==> src/rtl/trg_clk_pkg.sv <==
// Shared encodings for the trigger-clock start FSM and the GTX TX sync FSM.
// Also holds the width of the shared sync timing counter.
package trg_clk_pkg;

   localparam int CNT_W = 14;

   typedef enum logic [2:0] {
      S_IDLE,
      S_W4_RST_DONE,
      S_DLY_RST,
      S_SETTLE,
      S_PHS_ALIGN,
      S_DONE
   } sync_state_t;

   typedef enum logic [1:0] {
      ST_IDLE,
      ST_GTX_RST,
      ST_W4_SYNC,
      ST_RUN
   } start_state_t;

endpackage

==> src/rtl/trg_sync_cnt.sv <==
// Clearable up-counter with a terminal-count compare.
// The caller supplies the terminal value for the current state.
module trg_sync_cnt
   import trg_clk_pkg::*;
(
   input  logic             clk,
   input  logic             rst,
   input  logic             clr,
   input  logic [CNT_W-1:0] tc_val,
   output logic [CNT_W-1:0] cnt,
   output logic             tc
);

   localparam logic [CNT_W-1:0] ONE = 1;

   // count up, restart from zero on reset or clear
   always_ff @(posedge clk) begin
      if (rst || clr) cnt <= '0;
      else            cnt <= cnt + ONE;
   end

   assign tc = (cnt == tc_val);

endmodule

==> src/rtl/trg_gtx_tx_sync.sv <==
// GTX TX phase-alignment sequencer: delay-align reset, settle, set-phase, done.
// Optional TX_RESETDONE wait timeout pulse enabled by TRG_SYNC_TIMEOUT_EN.
module trg_gtx_tx_sync
   import trg_clk_pkg::*;
#(
   parameter int DLY_RST_CYC   = 16,
   parameter int SETTLE_CYC    = 32,
   parameter int PHS_ALIGN_CYC = 8192,
   parameter int TIMEOUT_CYC   = 16000
) (
   input  logic CLK,
   input  logic RST,
   input  logic GTX_RST,
   input  logic TX_RESETDONE,
   output logic TXENPMAPHASEALIGN,
   output logic TXPMASETPHASE,
   output logic TXDLYALIGNRESET,
   output logic TXDLYALIGNDISABLE,
   output logic SYNC_DONE,
   output logic TIMEOUT
);

   localparam logic [CNT_W-1:0] DLY_TC = CNT_W'(DLY_RST_CYC - 1);
   localparam logic [CNT_W-1:0] SET_TC = CNT_W'(SETTLE_CYC - 1);
   localparam logic [CNT_W-1:0] PHS_TC = CNT_W'(PHS_ALIGN_CYC - 1);
   localparam logic [CNT_W-1:0] TMO_TC = CNT_W'(TIMEOUT_CYC - 1);

   sync_state_t      state;
   sync_state_t      nxt;
   logic             tmo_nxt;
   logic             clr;
   logic             tc;
   logic [CNT_W-1:0] tc_val;
   logic [CNT_W-1:0] cnt;

   trg_sync_cnt u_cnt (
      .clk    (CLK),
      .rst    (RST),
      .clr    (clr),
      .tc_val (tc_val),
      .cnt    (cnt),
      .tc     (tc)
   );

   // terminal count for the state currently being timed
   always_comb begin
      tc_val = '1;
      unique case (state)
         S_W4_RST_DONE: tc_val = TMO_TC;
         S_DLY_RST:     tc_val = DLY_TC;
         S_SETTLE:      tc_val = SET_TC;
         S_PHS_ALIGN:   tc_val = PHS_TC;
         default:       tc_val = '1;
      endcase
   end

   // next state, timeout event and counter clear on every state change
   always_comb begin
      nxt     = state;
      tmo_nxt = 1'b0;
      if (GTX_RST) begin
         nxt = S_IDLE;
      end else begin
         unique case (state)
            S_IDLE: nxt = S_W4_RST_DONE;
            S_W4_RST_DONE: begin
               if (TX_RESETDONE) nxt = S_DLY_RST;
`ifdef TRG_SYNC_TIMEOUT_EN
               else if (tc) tmo_nxt = 1'b1;
`endif
            end
            S_DLY_RST: begin
               if (!TX_RESETDONE) nxt = S_W4_RST_DONE;
               else if (tc)       nxt = S_SETTLE;
            end
            S_SETTLE: begin
               if (!TX_RESETDONE) nxt = S_W4_RST_DONE;
               else if (tc)       nxt = S_PHS_ALIGN;
            end
            S_PHS_ALIGN: begin
               if (!TX_RESETDONE) nxt = S_W4_RST_DONE;
               else if (tc)       nxt = S_DONE;
            end
            S_DONE: begin
               if (!TX_RESETDONE) nxt = S_W4_RST_DONE;
            end
            default: nxt = S_IDLE;
         endcase
      end
      clr = (nxt != state) || tmo_nxt;
   end

   // state register with outputs decoded from the next state
   always_ff @(posedge CLK) begin
      if (RST) begin
         state             <= S_IDLE;
         TXENPMAPHASEALIGN <= 1'b0;
         TXPMASETPHASE     <= 1'b0;
         TXDLYALIGNRESET   <= 1'b0;
         TXDLYALIGNDISABLE <= 1'b1;
         SYNC_DONE         <= 1'b0;
         TIMEOUT           <= 1'b0;
      end else begin
         state             <= nxt;
         TXENPMAPHASEALIGN <= (nxt == S_DLY_RST) || (nxt == S_SETTLE) ||
                              (nxt == S_PHS_ALIGN) || (nxt == S_DONE);
         TXPMASETPHASE     <= (nxt == S_PHS_ALIGN);
         TXDLYALIGNRESET   <= (nxt == S_DLY_RST);
         TXDLYALIGNDISABLE <= (nxt != S_DONE);
         SYNC_DONE         <= (nxt == S_DONE);
         TIMEOUT           <= tmo_nxt;
      end
   end

endmodule

==> config.mk <==
export PLATFORM = sky130hd
export DESIGN_NAME = trg_gtx_tx_sync
export DESIGN_NICKNAME = d
export VERILOG_FILES = /design/src/rtl/trg_clk_pkg.sv /design/src/rtl/trg_sync_cnt.sv /design/src/rtl/trg_gtx_tx_sync.sv
export SDC_FILE = /design/constraint.sdc
export NUM_CORES = 1
export LEC_CHECK = 0
export CELL_PAD_IN_SITES_DETAIL_PLACEMENT = 0
export CELL_PAD_IN_SITES_GLOBAL_PLACEMENT = 2
export CORE_MARGIN = 2
export CORE_UTILIZATION = 37
export CTS_BUF_LIST = sky130_fd_sc_hd__clkbuf_2
export DETAILED_ROUTE_END_ITERATION = 8
export GPL_TIMING_DRIVEN = 0
export PLACE_DENSITY = 0.85
export SLEW_MARGIN = 5
export SYNTH_ARGS = -nofsm -noshare
export SYNTH_HDL_FRONTEND = slang
export SYNTH_HIERARCHICAL = 1
export SYNTH_SLANG_ARGS = --single-unit
export TNS_END_PERCENT = 10
==> constraint.sdc <==
create_clock -name CLK -period 3.4 [get_ports CLK]
set_input_delay 0.68 -clock CLK [delete_from_list [all_inputs] [get_ports CLK]]
set_output_delay 0.68 -clock CLK [all_outputs]
set_load 0.01 [all_outputs]
==> run_results.csv, run 1 <==
group,metric,value,unit
run_status,run_status,"completed",
clocking,clkTransAtPathRegs,220,ps
power,total_leakage_power,0.477,nW
yosys,async_flop_share,0,
worst_setup_path,r2r-end,"u_cnt/cnt[1]",
worst_setup_path,required,3650,ps
routing,wirelength,2540,µm
clocking,cts_tree,"built",
hold_path,hp-class,"reg -> reg",
sta,setup_viol,0,
die,die_h,61.7,µm
clocking,cts_hold_buf,0,
power,ir_drop,0.392,mV
yosys,yosysWarnings,6,
die,die_w,61.7,µm
finish,drive_gt1_frac,0.110,
sta,fin_crit_sh,0.886,
clocking,h-tree-depth,1,
power,power_frac_clock,0.375,
place,pre_cts_ws,-303,ps
hold_path,holdPathStages,2,
sta,fin_crit,3010,ps
clocking,cts_setup_buffers,0,
routing,drcViolationCount,0,
grt,grt_pass1_vias,880,
die,fp.coreArea,0.00310,mm²
power,internal-power,381,µW
yosys,synth-seq-area-share,0.358,
power,p_per_area,339,mW/mm²
die,io_pins,10,
yosys,ys.flop_type,"dfxtp_1",
clocking,cts_buffers,3,
power,p_switching,107,µW
worst_setup_path,path_max_fanout,10,
run,cap_violations,0,
power,swShare,0.219,
worst_setup_path,r2r_slack,390,ps
sta,clock.fmax,0.332,GHz
routing,drtAntennaViolNets,0,
die,initial_core_util,0.397,
sta,layout_setup_ws,387,ps
place,place_hpwl,1820,µm
yosys,syn-cell-area,0.00123,mm²
worst_setup_path,startpoint_type,"flop",
routing,vias,1026,
hold_path,min_from,"u_cnt/cnt[13]",
finish,final_common_cell,"dfxtp_1",
yosys,syn_area_per_cell,8.79,µm²
clocking,cts-root-buf,"clkbuf_2",
worst_setup_path,r2r_start,"state[2]",
yosys,ys_ff_latch,22,
routing,routedWlPerCell,12.8,µm
sta,slew_violations,0,
die,rows,20,
yosys,synthDistinctLibCells,45,
clocking,clock-sinks,22,
place,portBuffers,8,
routing,firstDrtPassIters,4,
finish,nets,160,
clocking,clk_path_buf_depth,2,
yosys,synth_edf_count,0,
sta,finalHoldViolations,0,
finish,fin_cells,198,
clocking,clk_latency,330,ps
grt,grt_max_degree,14,
sta,tns,0,ps
grt,grt_first_pass_wirelength,4300,µm
die,die_area,0.00381,mm²
routing,avgViaCountPerCell,5.18,
sta,rsz0062_at_grt,"false",
hold_path,hold_path_end,"u_cnt/cnt[13]",
place,place_inst,195,
worst_setup_path,rr_worst_depth,11,
worst_setup_path,critPathArrivalTime,3270,ps
finish,area_growth,16.7,%
finish,layout_common_cells,"dfxtp_1, xnor2_1, nand2_1",
grt,grt_usage,0.155,
grt,grt.overflow.total,0,
finish,antenna_cells,0,
sta,finalClockSkew,6.32,ps
power,p_seq_frac,0.541,
routing,drt_iter0_markers,30,
clocking,cts-resized-gates,2,
worst_setup_path,setup.worst_path.class,"reg -> reg",
grt,antenna_found_initial,0,
power,comb_power_share,0.084,
worst_setup_path,end_kind,"flop",
yosys,synthCells,140,
place,gp_congestion,0.817,
## synthesized netlist by cell type, types with 2 or more instances
cell type | n | share of area
conb_1 | 2 | 0.0061
a21oi_1 | 8 | 0.033
nand3_1 | 3 | 0.012
xor2_1 | 2 | 0.014
dfxtp_1 | 22 | 0.36
buf_2 | 3 | 0.012
nand2_1 | 9 | 0.027
nor4_1 | 3 | 0.015
o31ai_1 | 4 | 0.024
mux2i_1 | 2 | 0.016
nor2b_1 | 2 | 0.010
nand2b_1 | 2 | 0.010
inv_1 | 6 | 0.018
o21bai_1 | 2 | 0.012
o211ai_1 | 2 | 0.012
xnor2_1 | 16 | 0.11
buf_6 | 2 | 0.018
o21ai_1 | 2 | 0.0081
o21a_1 | 2 | 0.012
or3_1 | 4 | 0.020
a311oi_1 | 3 | 0.021
nand4_1 | 6 | 0.030
nor2_1 | 8 | 0.024
or4_1 | 4 | 0.024
## registers in the layout, summed over array words and instances (netlist names)
name               flops
TXDLYALIGNRESET        1
SYNC_DONE              1
u_cnt/cnt             14
state                  3
TXENPMAPHASEALIGN      1
TXDLYALIGNDISABLE      1
TXPMASETPHASE          1
## layout make-up
type                       instances  area (µm²)
buffer                             6        45.0
clock buffer                       3        15.0
clock inverter                     1        30.0
fill                             346        1670
inverter                           6        22.5
multi-input combinational        108         748
sequential                        22         440
tap                               44        55.1
timing repair buffer               8        80.1
## per-stage QoR
step                      utilization  hold WS (ps)  area, µm²  power (mW)
after floorplan                     -           456       1240       0.295
after global placement          0.444           483       1380       0.308
after detailed placement        0.444           493       1380       0.309
after CTS                       0.463           518       1440       0.495
after global routing            0.463           547       1440       0.509
final                           0.463           511       1440       0.487
## cells by family (layout without fill, tap and decap cells)
logic type / count (synthesis) / in the layout / synth area share
AO/OA/AOI/OAI: 29 / 29 / 0.167
XOR/XNOR: 18 / 18 / 0.128
adder cells (fa/ha/maj): 1 / 1 / 0.0102
buffers and inverters: 13 / 24 / 0.0579
flip-flops: 22 / 22 / 0.358
multiplexers: 2 / 2 / 0.0163
other: 2 / 5 / 0.00610
AND/OR/NAND/NOR: 53 / 53 / 0.257
## power by group through the flow
stage / combinational [mW] / clock, mW / sequential (mW)
after global placement: 0.0394 / 0 / 0.269
after floorplan: 0.0272 / 0 / 0.268
final: 0.0409 / 0.183 / 0.264
after CTS: 0.0403 / 0.190 / 0.264
after detailed placement: 0.0401 / 0 / 0.269
after global routing: 0.0453 / 0.199 / 0.264
## worst max-delay path by stage
stage	startpoint	to	slack (ps)	cells past startpoint
after CTS	state[2]	u_cnt/cnt[4]	50	12
after detailed placement	state[2]	u_cnt/cnt[4]	-300	12
after floorplan	state[2]	u_cnt/cnt[2]	340	12
final	state[2]	u_cnt/cnt[1]	390	11
after global placement	state[2]	u_cnt/cnt[2]	-310	12
after global routing	state[2]	u_cnt/cnt[12]	170	12
## worst max-delay path: stages, from the launching register on
cell	delay, ps
dfxtp_1	370
buf_6	140
nand2b_1	340
or2_2	380
xnor2_1	130
nand4_1	160
nor4_4	490
nor4bb_1	110
a311oi_1	270
o32a_1	250
nor2_1	120
and2_1	190
## routing by layer
metal,vias up,track usage,wire (µm)
li1,530,-,-
met1,478,0.240,1340
met2,16,0.212,1100
met3,2,0.0462,75
met4,0,0.0274,15
met5,-,0,0
Note: power is estimated with default switching activity, not from simulation.
==> run 2, diff against run 1 <==
--- a/config.mk
+++ b/config.mk
@@ -10,9 +10,10 @@
 export CORE_MARGIN = 2
 export CORE_UTILIZATION = 37
 export CTS_BUF_LIST = sky130_fd_sc_hd__clkbuf_2
+export CTS_CLUSTER_SIZE = 10
 export DETAILED_ROUTE_END_ITERATION = 8
 export GPL_TIMING_DRIVEN = 0
-export PLACE_DENSITY = 0.85
+export PLACE_DENSITY_LB_ADDON = 0.1
 export SLEW_MARGIN = 5
 export SYNTH_ARGS = -nofsm -noshare
 export SYNTH_HDL_FRONTEND = slang
==> constraint.sdc (replaced) <==
create_clock -name CLK -period 3.4 [get_ports CLK]
set_input_delay 0.68 -clock CLK [delete_from_list [all_inputs] [get_ports CLK]]
set_output_delay 0.68 -clock CLK [all_outputs]
set_load 0.05 [all_outputs]
==> run 2 against run 1 <==
Combinational power is 6.1% higher. Core utilization did not move. Fmax down 1.4%. Routed wire length shrank 0.43%. Flip-flop and latch count stayed put. Clock skew is 9.3 ps higher. Count of clock-buffer cells in the layout did not move. Via count down 2.4%. Clock power rose by 2%. Critical endpoint unchanged.
==> run_results.csv, run 2 (synthesis results as in run 1) <==
group,metric,value,unit
finish,antenna_cells,0,
routing,drt_iter0_markers,25,
sta,rsz0062_at_grt,"false",
place,portBuffers,8,
worst_setup_path,setup.worst_path.class,"reg -> reg",
routing,avgViaCountPerCell,5.06,
power,comb_power_share,0.088,
run_status,run_status,"completed",
finish,drive_gt1_frac,0.110,
worst_setup_path,path_max_fanout,10,
sta,fin_crit,3060,ps
clocking,cts-root-buf,"clkbuf_2",
place,place_inst,195,
worst_setup_path,critPathArrivalTime,3310,ps
die,die_w,61.7,µm
routing,routedWlPerCell,12.8,µm
worst_setup_path,end_kind,"flop",
clocking,h-tree-depth,1,
finish,largest_reg_flops,14,
finish,fill_cells,335,
power,total_leakage_power,0.477,nW
routing,firstDrtPassIters,4,
clocking,clk_path_buf_depth,2,
power,internal-power,381,µW
place,gp_congestion,0.680,
clocking,cts_hold_buf,0,
die,fp.coreArea,0.00310,mm²
worst_setup_path,required,3650,ps
grt,grt_max_degree,14,
sta,fin_crit_sh,0.899,
die,rows,20,
routing,vias,1001,
power,p_seq_frac,0.534,
worst_setup_path,startpoint_type,"flop",
finish,reg_top3,"u_cnt/cnt (14), state (3)",
finish,final_common_cell,"dfxtp_1",
clocking,cts_setup_buffers,0,
sta,setup_viol,0,
power,ir_drop,0.163,mV
die,io_pins,10,
grt,antenna_found_initial,0,
grt,grt_first_pass_wirelength,4170,µm
clocking,cts_buffers,3,
finish,largest_register,"u_cnt/cnt",
hold_path,hp-class,"reg -> reg",
worst_setup_path,r2r_slack,340,ps
power,power_frac_clock,0.378,
power,totalPowerFinal,494,µW
finish,fin_cells,198,
power,swShare,0.228,
routing,drtAntennaViolNets,0,
finish,nets,160,
run,cap_violations,0,
grt,grt_usage,0.149,
finish,area_growth,16.7,%
die,die_h,61.7,µm
die,initial_core_util,0.397,
power,p_switching,113,µW
sta,slew_violations,0,
clocking,clk_latency,340,ps
routing,drcViolationCount,0,
place,place_hpwl,1880,µm
clocking,clock-sinks,22,
routing,wirelength,2530,µm
sta,finalClockSkew,15.7,ps
sta,finalHoldViolations,0,
grt,grt_pass1_vias,929,
finish,layout_common_cells,"dfxtp_1, xnor2_1, nand2_1",
die,die_area,0.00381,mm²
sta,clock.fmax,0.327,GHz
clocking,cts-resized-gates,2,
clocking,clkTransAtPathRegs,230,ps
clocking,cts_tree,"built",
power,p_per_area,344,mW/mm²
grt,grt.overflow.total,0,
==> run 2: worst paths after layout <==
path	start	end	depth (start not counted)
max reg2reg	state[2]	u_cnt/cnt[1]	11
min reg2reg	u_cnt/cnt[13]	u_cnt/cnt[13]	2
max	state[2]	u_cnt/cnt[1]	11
min	u_cnt/cnt[13]	u_cnt/cnt[13]	2
==> run 2: power groups by stage <==
stage | combinational, mW | sequential, mW | clock [mW]
finish | 0.0434 | 0.264 | 0.187
global route | 0.0471 | 0.264 | 0.206
CTS | 0.0433 | 0.264 | 0.195
detailed placement | 0.0432 | 0.269 | 0
global placement | 0.0425 | 0.269 | 0
floorplan | 0.0291 | 0.269 | 0
==> run 2: metrics by stage <==
step                setup TNS (ps)  hold WS, ps  setup slack (ps)  cell area, µm²  utilization
finish                           0          515               345            1440        0.463
global route                     0          530               140            1440        0.463
CTS                              0          523              17.3            1440        0.463
global placement             -3080          487              -321            1380        0.444
floorplan                        0          456               344            1240            -
detailed placement           -3770          497              -379            1380        0.444
==> run 2: area by class of cell <==
| class | count | area [µm²] | share of cell area |
|---|---|---|---|
| clock buffer | 3 | 15.0 | 0.0105 |
| timing repair buffer | 8 | 80.1 | 0.0557 |
| multi-input combinational | 108 | 748 | 0.521 |
| sequential | 22 | 440 | 0.307 |
| buffer | 6 | 45.0 | 0.0314 |
| inverter | 6 | 22.5 | 0.0157 |
| clock inverter | 1 | 30.0 | 0.0209 |
| tap | 44 | 55.1 | 0.0383 |
==> run 2: routing by layer <==
metal | up-vias | global-route usage | routed length [µm]
met3 | 2 | 0.0252 | 46
met5 | - | 0 | 0
met4 | 0 | 0.0699 | 19
li1 | 529 | - | -
met1 | 465 | 0.177 | 1220
met2 | 5 | 0.260 | 1240
==> run 2: worst max-delay path: stages, from the launching register on <==
cell and delay [ps]:
dfxtp_1 370, buf_6 130, nand2b_1 330, or2_2 380, xnor2_1 130, nand4_1 160
nor4_4 510, nor4bb_1 110, a311oi_1 290, o32a_1 270, nor2_1 120, and2_1 190
==> edit 1 (settings of run 1) <==
`CNT_W`: 14 -> 7.
--- a/src/rtl/trg_clk_pkg.sv
+++ b/src/rtl/trg_clk_pkg.sv
@@ -4,3 +4,3 @@
 
-   localparam int CNT_W = 14;
+   localparam int CNT_W = 7;
 
Behaviour: same outputs for any inputs over 10 cycles, from zero or initial values and one cycle with RST high; that may be too few to reach the edited logic, so the function may still have changed.
==> edit 1 against run 1 <==
Sequential share of layout area rose by 3.4 points. Sequential cell count fell by 7. Final area fell by 39%. Routed wire length fell by 55%. Setup slack improved by 0.17 ns. Power fell by 40%. Critical path type unchanged. Critical endpoint is now u_cnt/cnt[2]$_SDFF_PP0_. Synthesized area fell by 41%. First-iteration DRC count fell by 90%. Largest cell class unchanged.
==> edit 1: results (changes against run 1) <==
Worst Clk Skew 0.01153 ns (+0.005207 ns); ys async rst share 0 (unchanged); Layout Cells excl Fill 122 (-38%); diode count 0 (unchanged); largest net degree at the start of global routing 11 (-3); CTS Root Buffer Type clkbuf_2; I/O Buffers 8 (unchanged); worst vdd ir 0.0001477 V (-62%); grt met1 use 0.1297 (-0.1104); TritonCTS Buffers 3 (unchanged); min-delay src u_cnt/cnt[0]$_SDFF_PP0_; CP Launch Point state[1]$_SDFF_PP0_; Reg clk slew, reported paths 0.14 ns (-0.08 ns); Post-CTS Setup Inserts 0 (unchanged); share of layout cells above drive strength 1 0.1368 (+0.02645); drt first pass iters 4 (unchanged); GPL Wtd Cong 0.7384 (-9.7%); met2 usage 0.1690 (-0.04305); slowest stage delay, CP 0.52 ns (+0.03 ns); vias 560 (-45%); 1st-iter DRT viols 3 (-90%); # nets final 101 (-37%); grt ovf 0 (unchanged); first-pass GRT wire length 1.932 mm (-55%); Ys Warns 6 (unchanged); GRT met3 Usage 0.04630 (+0.00007781); DPL Wire Length 864.5 um (-53%); Min-Delay Path Class flop to flop; Routed WL 1.152 mm (-55%); post-synthesis sequential area ratio 0.4110 (+0.05324); clock latency on the worst-skew pair 0.28 ns (-0.05 ns); Hold Crit Depth 1 (-1); Resized cells post-CTS 0 (-2); number of max-cap violations 0 (unchanged); Syn Inst Count 80 (-43%); pin slew with the least headroom to its limit 0.5982 ns; Leak 0.2976 nW (-38%); Critical Path Sink u_cnt/cnt[2]$_SDFF_PP0_; clk buf depth 2 (unchanged); CP arrival 3.01 ns (-0.26 ns); Worst Reg2Reg Path Length in Cells 12 (+1); flop2flop setup slack 0.56 ns (+0.17 ns); GRT Total Usage 0.1074 (-0.04736); end point of the worst hold path u_cnt/cnt[0]$_SDFF_PP0_; initial antenna violation count 0 (unchanged); vias in the first global route 453 (-49%); largest cells by area after synthesis dfxtp_1 41%, xnor2_1 6.0%, xor2_1 6.0%; CTS H-tree lvls 1 (unchanged); highest fanout seen on the critical path 8 (-2); Top Registers u_cnt/cnt (7), state (3); outcome finished, final reports clean; top post-synthesis cells by count 15 x dfxtp_1, 8 x a21oi_1, 6 x nor2_1, 5 x xnor2_1, 5 x xor2_1; CP max stage cell dfxtp_1; distinct cell type count after synthesis 32 (-29%)
-- edit 1: final cells by class --
class | count | area [um2]
Clock buffer | 3 | 15.01
Fill cell | 190 | 1020
Buffer | 3 | 18.77
Multi-Input combinational cell | 62 | 417.9
Tap cell | 27 | 33.78
Inverter | 3 | 11.26
Timing Repair Buffer | 8 | 80.08
Sequential cell | 15 | 300.3
Clock inverter | 1 | 5.005
-- edit 1: through the flow --
stage	hold slack, ns	cell area (um2)	util	worst slack [ns]
finish	0.5068	882.1	0.4638	0.5593
global route	0.5618	882.1	0.4638	0.2034
CTS	0.5150	875.8	0.4605	0.2152
detailed placement	0.4789	855.8	0.4500	0.2718
global placement	0.4721	855.8	0.4500	0.2242
floorplan	0.4506	742.0	-	0.6530
-- edit 1: where the power goes --
| part | switching [mW] | internal, mW |
|---|---|---|
| Combinational | 0.0136 | 0.0152 |
| Sequential | 0.00405 | 0.178 |
| Clock | 0.0551 | 0.0266 |
-- edit 1: kinds of logic after synthesis --
| logic type | after synthesis | synth area share |
|---|---|---|
| simple gates | 30 | 0.2449 |
| flops | 15 | 0.4110 |
| xor+xnor | 10 | 0.1199 |
| other cells | 2 | 0.01028 |
| buf+inv | 6 | 0.04108 |
| fa+ha+maj | 1 | 0.01712 |
| compound gates | 16 | 0.1559 |
-- edit 1: critical path: cells and delay by family, from the launching register on --
family	cells	cell delay, ns
and+or+nand+nor	7	1.39
DFF	1	0.52
buffers and inverters	1	0.28
xor gates and xnor gates	1	0.13
AOI/OAI and AO/OA	3	0.41
-- edit 1: per-layer routing --
metal  wire (um)  part of all wire  vias up
met5           0                 0        -
met2         563              0.49       12
met3          80             0.069        2
met4          13             0.011        0
li1            -                 -      301
met1         495              0.43      245
==> edit 2 (flow settings as in run 1) <==
Without the edit above. Re-encode `sync_state_t` (6 states) as one-hot, 6 bits wide.
--- a/src/rtl/trg_clk_pkg.sv
+++ b/src/rtl/trg_clk_pkg.sv
@@ -6,9 +6,9 @@
 
-   typedef enum logic [2:0] {
-      S_IDLE,
-      S_W4_RST_DONE,
-      S_DLY_RST,
-      S_SETTLE,
-      S_PHS_ALIGN,
-      S_DONE
+   typedef enum logic [5:0] {
+      S_IDLE        = 6'b000001,
+      S_W4_RST_DONE = 6'b000010,
+      S_DLY_RST     = 6'b000100,
+      S_SETTLE      = 6'b001000,
+      S_PHS_ALIGN   = 6'b010000,
+      S_DONE        = 6'b100000
    } sync_state_t;
Formal check against the unedited RTL: same outputs for any inputs over 10 cycles, from zero or initial values and one cycle with RST high; not proved beyond that.
==> edit 2 against run 1 <==
Largest cell class unchanged. Clock skew is 0.0050 ns higher. Highest routed layer unchanged. Final area is 32% higher. Setup slack worse by 0.28 ns. Routed wire length increased by 52%. Sequential cell count increased by 3. Power up 2.1%. Via count rose by 36%. Synthesized area up 29%.
==> edit 2: results (changes against run 1) <==
slowest stage delay, CP 0.44 ns (-0.05 ns); Top Family by Delay on Critical Path simple AND/OR/NAND/NOR gates; diode count 0 (unchanged); GRT met3 Usage 0.03052 (-0.01570); Hold Worst Slack 0.5161 ns (+0.005148 ns); clock latency on the worst-skew pair 0.36 ns (+0.03 ns); initial antenna violation count 0 (unchanged); CTS Root Buffer Type clkbuf_2; met2 usage 0.2372 (+0.02515); largest net degree at the start of global routing 16 (+2); top post-synthesis cells by count 25 x dfxtp_1, 15 x xnor2_1, 14 x nor2_1, 13 x nand2_1, 8 x a21oi_1; Post-DP Area 1745 um2 (+27%); Reg clk slew, reported paths 0.25 ns (+0.03 ns); first-pass GRT wire length 6.479 mm (+51%); vias 1397 (+36%); WL/cell 14.98 um (+17%); Worst Clk Skew 0.01133 ns (+0.005002 ns); outcome finished, final reports clean; TritonCTS Buffers 3 (unchanged); largest cells by area after synthesis dfxtp_1 31%, xnor2_1 8.3%, nor2_1 3.3%; CP max stage cell dfxtp_4; pre-CTS setup slack -0.5729 ns (-0.2696 ns); CTS H-tree lvls 1 (unchanged); Syn Inst Count 188 (+34%); Filler cells 434 (+25%); worst vdd ir 0.0001778 V (-55%); ys async rst share 0 (unchanged); Min-Delay Path Class flop to flop; Top Registers u_cnt/cnt (14), state (6); distinct cell type count after synthesis 54 (+20%); clk buf depth 2 (unchanged); drt first pass iters 4 (unchanged); DPL Wire Length 2.658 mm (+46%); Leak 0.6197 nW (+30%); P&R area growth vs syn 19.10%; Via density 5.436 (+4.9%); Resized cells post-CTS 6 (+4); Post-CTS Setup Inserts 2 (+2); share of layout cells above drive strength 1 0.2271 (+0.1167); highest fanout seen on the critical path 5 (-5); GPL Wtd Cong 0.8595 (+5.2%); I/O Buffers 8 (unchanged); Ys Warns 6 (unchanged); # nets final 213 (+33%); placed insts 249 (+28%); GRT Total Usage 0.1615 (+0.006649); vias in the first global route 1283 (+46%); CP arrival 3.60 ns (+0.33 ns); post-layout minimum cycle time 3.291 ns (+0.2776 ns); post-synthesis sequential area ratio 0.3145 (-0.04326); flop2flop setup slack 0.11 ns (-0.28 ns); 1st-iter DRT viols 38 (+27%); grt met1 use 0.2442 (+0.004155)
## edit 2: area by class of cell
type / instances / area, um2 / area share
Multi-Input combinational cell: 149 / 1075 / 0.5670
Clock buffer: 3 / 15.01 / 0.007921
Clock inverter: 1 / 7.507 / 0.003960
Inverter: 5 / 18.77 / 0.009901
Timing Repair Buffer: 14 / 125.1 / 0.06601
Sequential cell: 25 / 509.2 / 0.2686
Buffer: 10 / 82.58 / 0.04356
Tap cell: 50 / 62.56 / 0.03300
## edit 2: cells by family (layout without fill, tap and decap cells)
family	after synthesis	count (layout)	share of synthesized area
buf+inv	17	33	0.06289
simple gates	81	81	0.3050
xor+xnor	20	20	0.1148
fa+ha+maj	1	1	0.007860
flops	25	25	0.3145
mux	3	3	0.01887
other cells	2	5	0.004719
compound gates	39	39	0.1714
## edit 2: power breakdown
| group | internal (mW) | switching (mW) | leakage, nW |
|---|---|---|---|
| registers | 0.297 | 0.00675 | 0.204 |
| logic | 0.0318 | 0.0353 | 0.403 |
| clock network | 0.0273 | 0.0990 | 0.0126 |
## edit 2: layer usage
metal	wire length, um	share of wire
met3	93	0.024
met1	2033	0.53
met2	1699	0.44
met5	0	0
met4	24	0.0062
## edit 2: worst paths after layout
path	to	start	cells past startpoint
min	u_cnt/cnt[13]$_SDFF_PP0_	u_cnt/cnt[13]$_SDFF_PP0_	2
max reg2reg	u_cnt/cnt[13]$_SDFF_PP0_	state[4]$_SDFF_PP0_	14
max	u_cnt/cnt[13]$_SDFF_PP0_	state[4]$_SDFF_PP0_	14
min reg2reg	u_cnt/cnt[13]$_SDFF_PP0_	u_cnt/cnt[13]$_SDFF_PP0_	2
## edit 2: tightest hold or removal path, cell delays in order (launching register included)
cell and delay [ns]:
dfxtp_1 0.39, nand2_1 0.06, mux2i_1 0.06
